$ cat src/rtl/cpu_io_pkg.sv
// Shared constants and helpers for the CPU external I/O ports.
package cpu_io_pkg;

    localparam int DATA_WIDTH_DEF = 32;
    localparam int DEPTH_DEF      = 4;

    // Value the holding register takes after reset.
    localparam logic [DATA_WIDTH_DEF-1:0] INIT_DEF = 32'h0;

    // Occupancy counter width: must be able to represent 0..depth inclusive.
    function automatic int count_width(input int depth);
        return $clog2(depth) + 1;
    endfunction

endpackage

$ cat src/rtl/io_sync_fifo.sv
// Single-clock FIFO with push/pop strobes and empty/full flags.
// Push is ignored when full and pop is ignored when empty, so callers may
// strobe freely. Storage is not reset; only pointers and count are.
module io_sync_fifo
    import cpu_io_pkg::*;
#(
    parameter int DATA_WIDTH = DATA_WIDTH_DEF,
    parameter int DEPTH      = DEPTH_DEF
) (
    input  logic                  clock,
    input  logic                  clear_n,
    input  logic                  push,
    input  logic [DATA_WIDTH-1:0] wdata,
    input  logic                  pop,
    output logic [DATA_WIDTH-1:0] rdata,
    output logic                  empty,
    output logic                  full
);

    localparam int AW = $clog2(DEPTH);
    localparam int CW = count_width(DEPTH);

    logic [DATA_WIDTH-1:0] mem_q [DEPTH];
    logic [AW-1:0]         wr_ptr_q, wr_ptr_d;
    logic [AW-1:0]         rd_ptr_q, rd_ptr_d;
    logic [CW-1:0]         count_q,  count_d;
    logic                  push_ok;
    logic                  pop_ok;

    assign empty   = (count_q == '0);
    assign full    = (count_q == CW'(DEPTH));
    assign push_ok = push && !full;
    assign pop_ok  = pop && !empty;
    assign rdata   = mem_q[rd_ptr_q];

    // Next pointers and count; pointer width makes wrap modulo DEPTH implicit.
    always_comb begin
        wr_ptr_d = wr_ptr_q;
        rd_ptr_d = rd_ptr_q;
        count_d  = count_q;
        if (push_ok) begin
            wr_ptr_d = wr_ptr_q + AW'(1);
        end
        if (pop_ok) begin
            rd_ptr_d = rd_ptr_q + AW'(1);
        end
        count_d = count_q + CW'(push_ok) - CW'(pop_ok);
    end

    // Pointer and count registers with synchronous active-low clear.
    always_ff @(posedge clock) begin
        if (!clear_n) begin
            wr_ptr_q <= '0;
            rd_ptr_q <= '0;
            count_q  <= '0;
        end else begin
            wr_ptr_q <= wr_ptr_d;
            rd_ptr_q <= rd_ptr_d;
            count_q  <= count_d;
        end
    end

    // Storage write; suppressed during clear so a reset edge never pushes.
    always_ff @(posedge clock) begin
        if (clear_n && push_ok) begin
            mem_q[wr_ptr_q] <= wdata;
        end
    end

endmodule

$ cat src/rtl/input_port_buffer.sv
// CPU input port: external valid/ready producer feeds a FIFO; each CPU "in"
// read strobe pops the head word into a holding register driving the bus mux.
// A read with nothing queued leaves the holding register alone and raises a
// sticky underflow flag. There is no bypass from ext_data to BusMuxIn.
module input_port_buffer
    import cpu_io_pkg::*;
#(
    parameter int                    DATA_WIDTH = DATA_WIDTH_DEF,
    parameter int                    DEPTH      = DEPTH_DEF,
    parameter logic [DATA_WIDTH-1:0] INIT       = INIT_DEF
) (
    input  logic                  clock,
    input  logic                  clear_n,
    input  logic [DATA_WIDTH-1:0] ext_data,
    input  logic                  ext_valid,
    output logic                  ext_ready,
    input  logic                  read_en,
    output logic [DATA_WIDTH-1:0] BusMuxIn,
    output logic                  data_avail,
    output logic                  full,
    output logic                  underflow,
    input  logic                  clr_status
);

    logic                  fifo_empty;
    logic                  fifo_full;
    logic [DATA_WIDTH-1:0] fifo_rdata;
    logic                  push;
    logic                  pop;
    logic [DATA_WIDTH-1:0] hold_q, hold_d;
    logic                  underflow_q, underflow_d;

    // ext_ready depends only on registered occupancy, never on ext_valid/read_en.
    assign ext_ready  = !fifo_full;
    assign data_avail = !fifo_empty;
    assign full       = fifo_full;
    assign push       = ext_valid && ext_ready;
    assign pop        = read_en && data_avail;
    assign BusMuxIn   = hold_q;
    assign underflow  = underflow_q;

    io_sync_fifo #(
        .DATA_WIDTH (DATA_WIDTH),
        .DEPTH      (DEPTH)
    ) u_fifo (
        .clock   (clock),
        .clear_n (clear_n),
        .push    (push),
        .wdata   (ext_data),
        .pop     (pop),
        .rdata   (fifo_rdata),
        .empty   (fifo_empty),
        .full    (fifo_full)
    );

    // Holding register loads on a successful pop; underflow set beats clear.
    always_comb begin
        hold_d      = hold_q;
        underflow_d = underflow_q;
        if (pop) begin
            hold_d = fifo_rdata;
        end
        if (read_en && !data_avail) begin
            underflow_d = 1'b1;
        end else if (clr_status) begin
            underflow_d = 1'b0;
        end
    end

    // Holding register and sticky status with synchronous active-low clear.
    always_ff @(posedge clock) begin
        if (!clear_n) begin
            hold_q      <= INIT;
            underflow_q <= 1'b0;
        end else begin
            hold_q      <= hold_d;
            underflow_q <= underflow_d;
        end
    end

endmodule

$ cat config.mk
export PLATFORM = sky130hd
export DESIGN_NAME = input_port_buffer
export DESIGN_NICKNAME = d
export VERILOG_FILES = /design/src/rtl/cpu_io_pkg.sv /design/src/rtl/io_sync_fifo.sv /design/src/rtl/input_port_buffer.sv
export SDC_FILE = /design/constraint.sdc
export NUM_CORES = 1
export LEC_CHECK = 0
export CAP_MARGIN = 10
export CORE_UTILIZATION = 45
export DETAILED_ROUTE_END_ITERATION = 10
export PLACE_DENSITY = 0.67
export SYNTH_ARGS = -nofsm -noshare
export SYNTH_HDL_FRONTEND = slang
export SYNTH_SLANG_ARGS = --single-unit
$ cat constraint.sdc
create_clock -name clock -period 2.7 [get_ports clock]
set_clock_uncertainty 0.2 [all_clocks]
set_input_delay 0.405 -clock clock [delete_from_list [all_inputs] [get_ports clock]]
set_output_delay 0.405 -clock clock [all_outputs]
set_load 0.05 [all_outputs]
* Word-level counts from Yosys, hierarchy flattened *
Memory sizes are Yosys's and may differ from the RTL's. A register that Yosys moved wholly into a read port is not among the register bits.
Index checks and enable logic that the tools add are counted.
Widths: inputs -> output; s select.

operators by class
  add/sub/neg operators = 4
  multipliers = 0
  div/mod/pow operators = 0
  order comparisons = 0
  eq/ne operators = 1
  shifts and indexed selects = 0
  muxes and demuxes = 4
  bitwise gates (word level) = 0
  reduce and logical (&&, ||, !) cells = 11

operator list
  operator             count
  $logic_and 1x1->1    6
  $add 2x1->2 const B  2
  $mux 1               4
  $add 3x1->3          1
  $eq 3x3->1 const B   1
  $logic_not 1->1      3
  $logic_not 3->1      1
  $sub 3x1->3          1
  $reduce_bool 2->1    1

word-level totals
  bits in registers = 8
  bits in latches = 0
  memory bits (writable) = 128
  memory bits (read-only) = 0
  input port bits = 37
  output and inout port bits = 36
  word-level logic and storage cells = 25
  memories kept = 1

memories
  name          depth  width  rd ports  clocked after memory_dff  write ports  line                RTL
  u_fifo.mem_q  4      32     1         1                         1            io_sync_fifo.sv:23  logic [DATA_WIDTH-1:0] mem_q [DEPTH];

* Longest topological paths before layout *
  depth in word-level cells = 7
  depth in mapped cells = 10
  gate-level depth less buffers = 10

* Cells and area by module *
From an unflattened synthesis, not the netlist that was laid out.

second synthesis, totals
  cells, all modules = 365
  area, all modules = 6512.5 um^2

by module, submodules not included
  module             times used  cells each  area each (um^2)  seq. area each (um^2)
  io_sync_fifo       1           218         5143.7            4023.9
  input_port_buffer  1           147         1368.8            660.6

* Worst setup path before layout *
Ideal clock, no wire load.

  path kind = register -> register
  start point = register u_fifo.count_q[1]
  end point = memory u_fifo.mem_q[0][0] in the netlist's numbering (enable)
  setup time = 392 ps
  arrival time = 2254 ps
  data required time = 2108 ps
  slack = -146 ps
  cell stages (with the launch flop) = 5
  buffers on the path = 0
  clock period less this slack = 2846 ps
  cell sequence = dfxtp_1 -> or3b_1 -> inv_2 -> nor2_2 -> and3_1

between the ends
  word-level cells in the longest chain between the ends = 7

ends and longest elaborated chain
  element                           line                     RTL
  from (decl)                       io_sync_fifo.sv:26       logic [CW-1:0] count_q, count_d;
  from (signal assigned)            io_sync_fifo.sv:59       count_q <= count_d;
  $eq 3x3->1 (*)                    io_sync_fifo.sv:31       assign full = (count_q == CW'(DEPTH));
  $logic_not 1->1 (*)               input_port_buffer.sv:34  assign ext_ready = !fifo_full;
  named net ext_ready               input_port_buffer.sv:16  output logic ext_ready,
  $logic_and 1x1->1                 input_port_buffer.sv:37  assign push = ext_valid && ext_ready;
  $logic_and 1x1->1 (*)             io_sync_fifo.sv:32       assign push_ok = push && !full;
  $logic_and 1x1->1 (*)             io_sync_fifo.sv:65       if (clear_n && push_ok) begin
  $mux 1 (*)                        io_sync_fifo.sv:65
  $mux 1 (not written as such) (*)  io_sync_fifo.sv:66       mem_q[wr_ptr_q] <= wdata;
  to (decl)                         io_sync_fifo.sv:23

The timed path passes the listed nets; every way through them passes the cells marked *.

* Worst setup path in the final report *
  start point = register u_fifo.count_q[1]
  end point = output port data_avail

between the ends
  word-level cells in the longest chain between the ends = 2

ends and longest elaborated chain
  element          line                     RTL
  $logic_not 3->1  io_sync_fifo.sv:30       assign empty = (count_q == '0);
  $logic_not 1->1  input_port_buffer.sv:35  assign data_avail = !fifo_empty;
  to (decl)        input_port_buffer.sv:19  output logic data_avail,

Every way passes these cells.

==> results.cfg <==
[outcome]
outcome = complete, no violations

[power_and_ir_drop]
vdd_drop_max_mv = 0.558
switchingPower_mw = 2.12
intPower_mw = 5.50
p_leak_nw = 2.62
clkPwrFrac_pct = 33.1
swShare_pct = 27.8
pwr-share-seq_pct = 42.4
p_per_area_nw_per_um2 = 985
share_comb_of_total_power_pct = 24.5

[placement]
dpl.hpwl_um = 6360
place.port_buffers = 72
routabilityCongestion = 0.652

[synth]
synth_edf_count = 128
netlist_area_um2 = 6080
yosys.area.top_type_share_pct = 63.2
netlist_instances = 293
ys.flop_type = edfxtp_1
syn_area_per_cell_um2 = 20.8
yosys.area.top_type = edfxtp_1
async_flop_share_pct = 0
yosysMostFrequentCell = edfxtp_1
syn-num-nets = 337
yosysSeqAreaShare_pct = 76.3
synth_area_leaders = edfxtp_1 63%, dfxtp_1 13%, mux4_2 10%
yosys-top-cells-count = 128 x edfxtp_1, 40 x dfxtp_1, 32 x a22o_1
ys_seq_elements = 168
yosys_warnings = 0
ys_types = 29

[finish]
drive_gt1_share_pct = 20.2
multiInputGateArea_um2 = 1320
ff_latch_area_um2 = 4650
finalNetCount = 428
area_growth_pct = 27.1
nFillCells = 956
n_antenna_cell = 0

[timing]
tns_ps = 0
grt_setup_unrepaired = false
finalCritPeriodShare_pct = 94.9
tightestPinTransition_ps = 504
timing.slew.headroom_pct = 66.3
period_needed_ps = 2560
finalHoldViolations = 0
hold-worst-slack_ps = 277
slew_viol_final = 0
max_freq_mhz = 390
setup-violations-final = 0

[critical_path]
critPathMaxFanout = 6
critPathLaunchType = flop
critPathKind = reg -> out
rrSetupSlack_ps = 290
cp-end-kind = primary output
worstPathArrival_ps = 1960
cp.required_ps = 2100

[detailed_routing]
wl_um = 10600
top_layer = met4
drc_errors = 0
post_drt_wl_per_cell_um = 18.5
routed_via_density = 5.15
via_count = 2952
drtIter0Drc = 153
dr.pass1.iters = 4
met3_length_um = 527
wl_met2_um = 5330
ant_nets = 0
wl_met1_um = 4540

[cts]
cts_root_buffer = clkbuf_16
clk-insertion-delay-late_ps = 420
cts_buffers = 17
post_cts_buffers = 0
clk_pin_slew_ps = 60
cts_htree_levels = 4
clk_path_buf_depth = 2
cts_tree = built
cts.sinks = 168

[floorplanning]
io-pin-count = 73
dieArea_um2 = 14000
chipHeight_um = 118
fp.dieW_um = 118
initial_core_util_pct = 46.1
core_area_um2 = 13200
rows = 42

[grt]
grt_pass1_wl_um = 17100
grt_util_all_layers_pct = 16.9
antenna_found_initial = 0
grt_pass1_vias = 3212
grt_max_degree = 33
overflow = 0

[hold_path]
hp-class = reg -> reg

[flow_run]
maxCapViolations = 0
## cells by family after synthesis
family | after synthesis | share of synthesized area, %
buffers and inverters | 24 | 2.28
multiplexers | 32 | 12.1
AO/OA/AOI/OAI | 40 | 5.51
adder cells (fa/ha/maj) | 7 | 1.56
flip-flops | 168 | 76.3
AND/OR/NAND/NOR | 19 | 1.79
XOR/XNOR | 3 | 0.432
## area by class of cell
cell class                 instances  share of cell area, %
clock buffer                      21                   5.70
timing repair buffer              86                   11.5
clock inverter                    11                   2.31
multi-input combinational        101                   17.1
tap                              176                   2.85
sequential                       168                   60.1
inverter                          10                  0.486
## power groups by stage
stage / Combinational, mW / Clock (mW) / Sequential, mW
2_1_floorplan: 0.921 / 0 / 3.65
3_3_place_gp: 1.87 / 0 / 3.27
3_5_place_dp: 1.89 / 0 / 3.28
4_1_cts: 1.90 / 2.56 / 3.23
5_1_grt: 1.99 / 2.66 / 3.26
6_report: 1.87 / 2.52 / 3.23
## cells in the final DEF (no fill, tap or decap), types with 3 or more instances in the layout
master           Yosys  layout
a21oi_1              3       3
a22o_1              32      32
and3_2               0       4
buf_12               0       5
buf_4                3      10
bufinv_16            0       5
clkbuf_1             1       4
clkbuf_16            0      17
clkdlybuf4s50_1      0      70
clkinv_1             1       4
dfxtp_1             40      38
edfxtp_1           128     128
ha_1                 6       6
inv_1                8       8
mux4_1               4       4
mux4_2              28      28
nor2_1               5       5
xor2_1               3       3
## path summary, 6_finish.rpt
check | cells after the start | from | end
hold reg to reg | 1 | BusMuxIn[9]$_SDFFE_PN0P_ | BusMuxIn[9]$_SDFFE_PN0P_
setup / recovery | 3 | u_fifo.count_q[1]$_SDFF_PN0_ | data_avail
hold / removal | 1 | BusMuxIn[9]$_SDFFE_PN0P_ | BusMuxIn[9]$_SDFFE_PN0P_
setup reg to reg | 10 | u_fifo.count_q[1]$_SDFF_PN0_ | u_fifo.count_q[2]$_SDFF_PN0_
## critical path: stages (launching register included)
cell and delay [ps]:
dfxtp_1 490, nor3_2 90, inv_1 130, clkdlybuf4s50_1 830
## registers in the layout, indices dropped and copies added, names as in the netlist
| signal | count |
|---|---|
| u_fifo.count_q | 3 |
| u_fifo.wr_ptr_q | 2 |
| underflow | 1 |
| BusMuxIn | 32 |
| u_fifo.rd_ptr_q | 2 |
| u_fifo.mem_q | 128 |
## metal layers
metal / up-vias / track usage (%)
met5: - / 0
met2: 66 / 27.7
met3: 15 / 5.50
met1: 1498 / 20.6
met4: 0 / 7.45
li1: 1373 / -
## repair_timing
item	CTS	global route
gates resized for setup	0	1
setup endpoints to repair	0	1
hold buffers	0	0
endpoints found under the hold margin	0	0
## stage by stage
step | setup slack [ps] | cells | utilization (%) | instance area [µm²] | total power, mW
5_1_grt | 34.3 | 573 | 58.6 | 7730 | 7.92
3_5_place_dp | 44.4 | 541 | 53.9 | 7110 | 5.17
6_report | 137 | 573 | 58.6 | 7730 | 7.62
3_3_place_gp | 136 | 541 | 53.9 | 7110 | 5.14
4_1_cts | 45.1 | 573 | 58.6 | 7730 | 7.70
2_1_floorplan | 76.2 | 293 | - | 6090 | 4.57
Note: power is estimated with default switching activity, not from simulation.
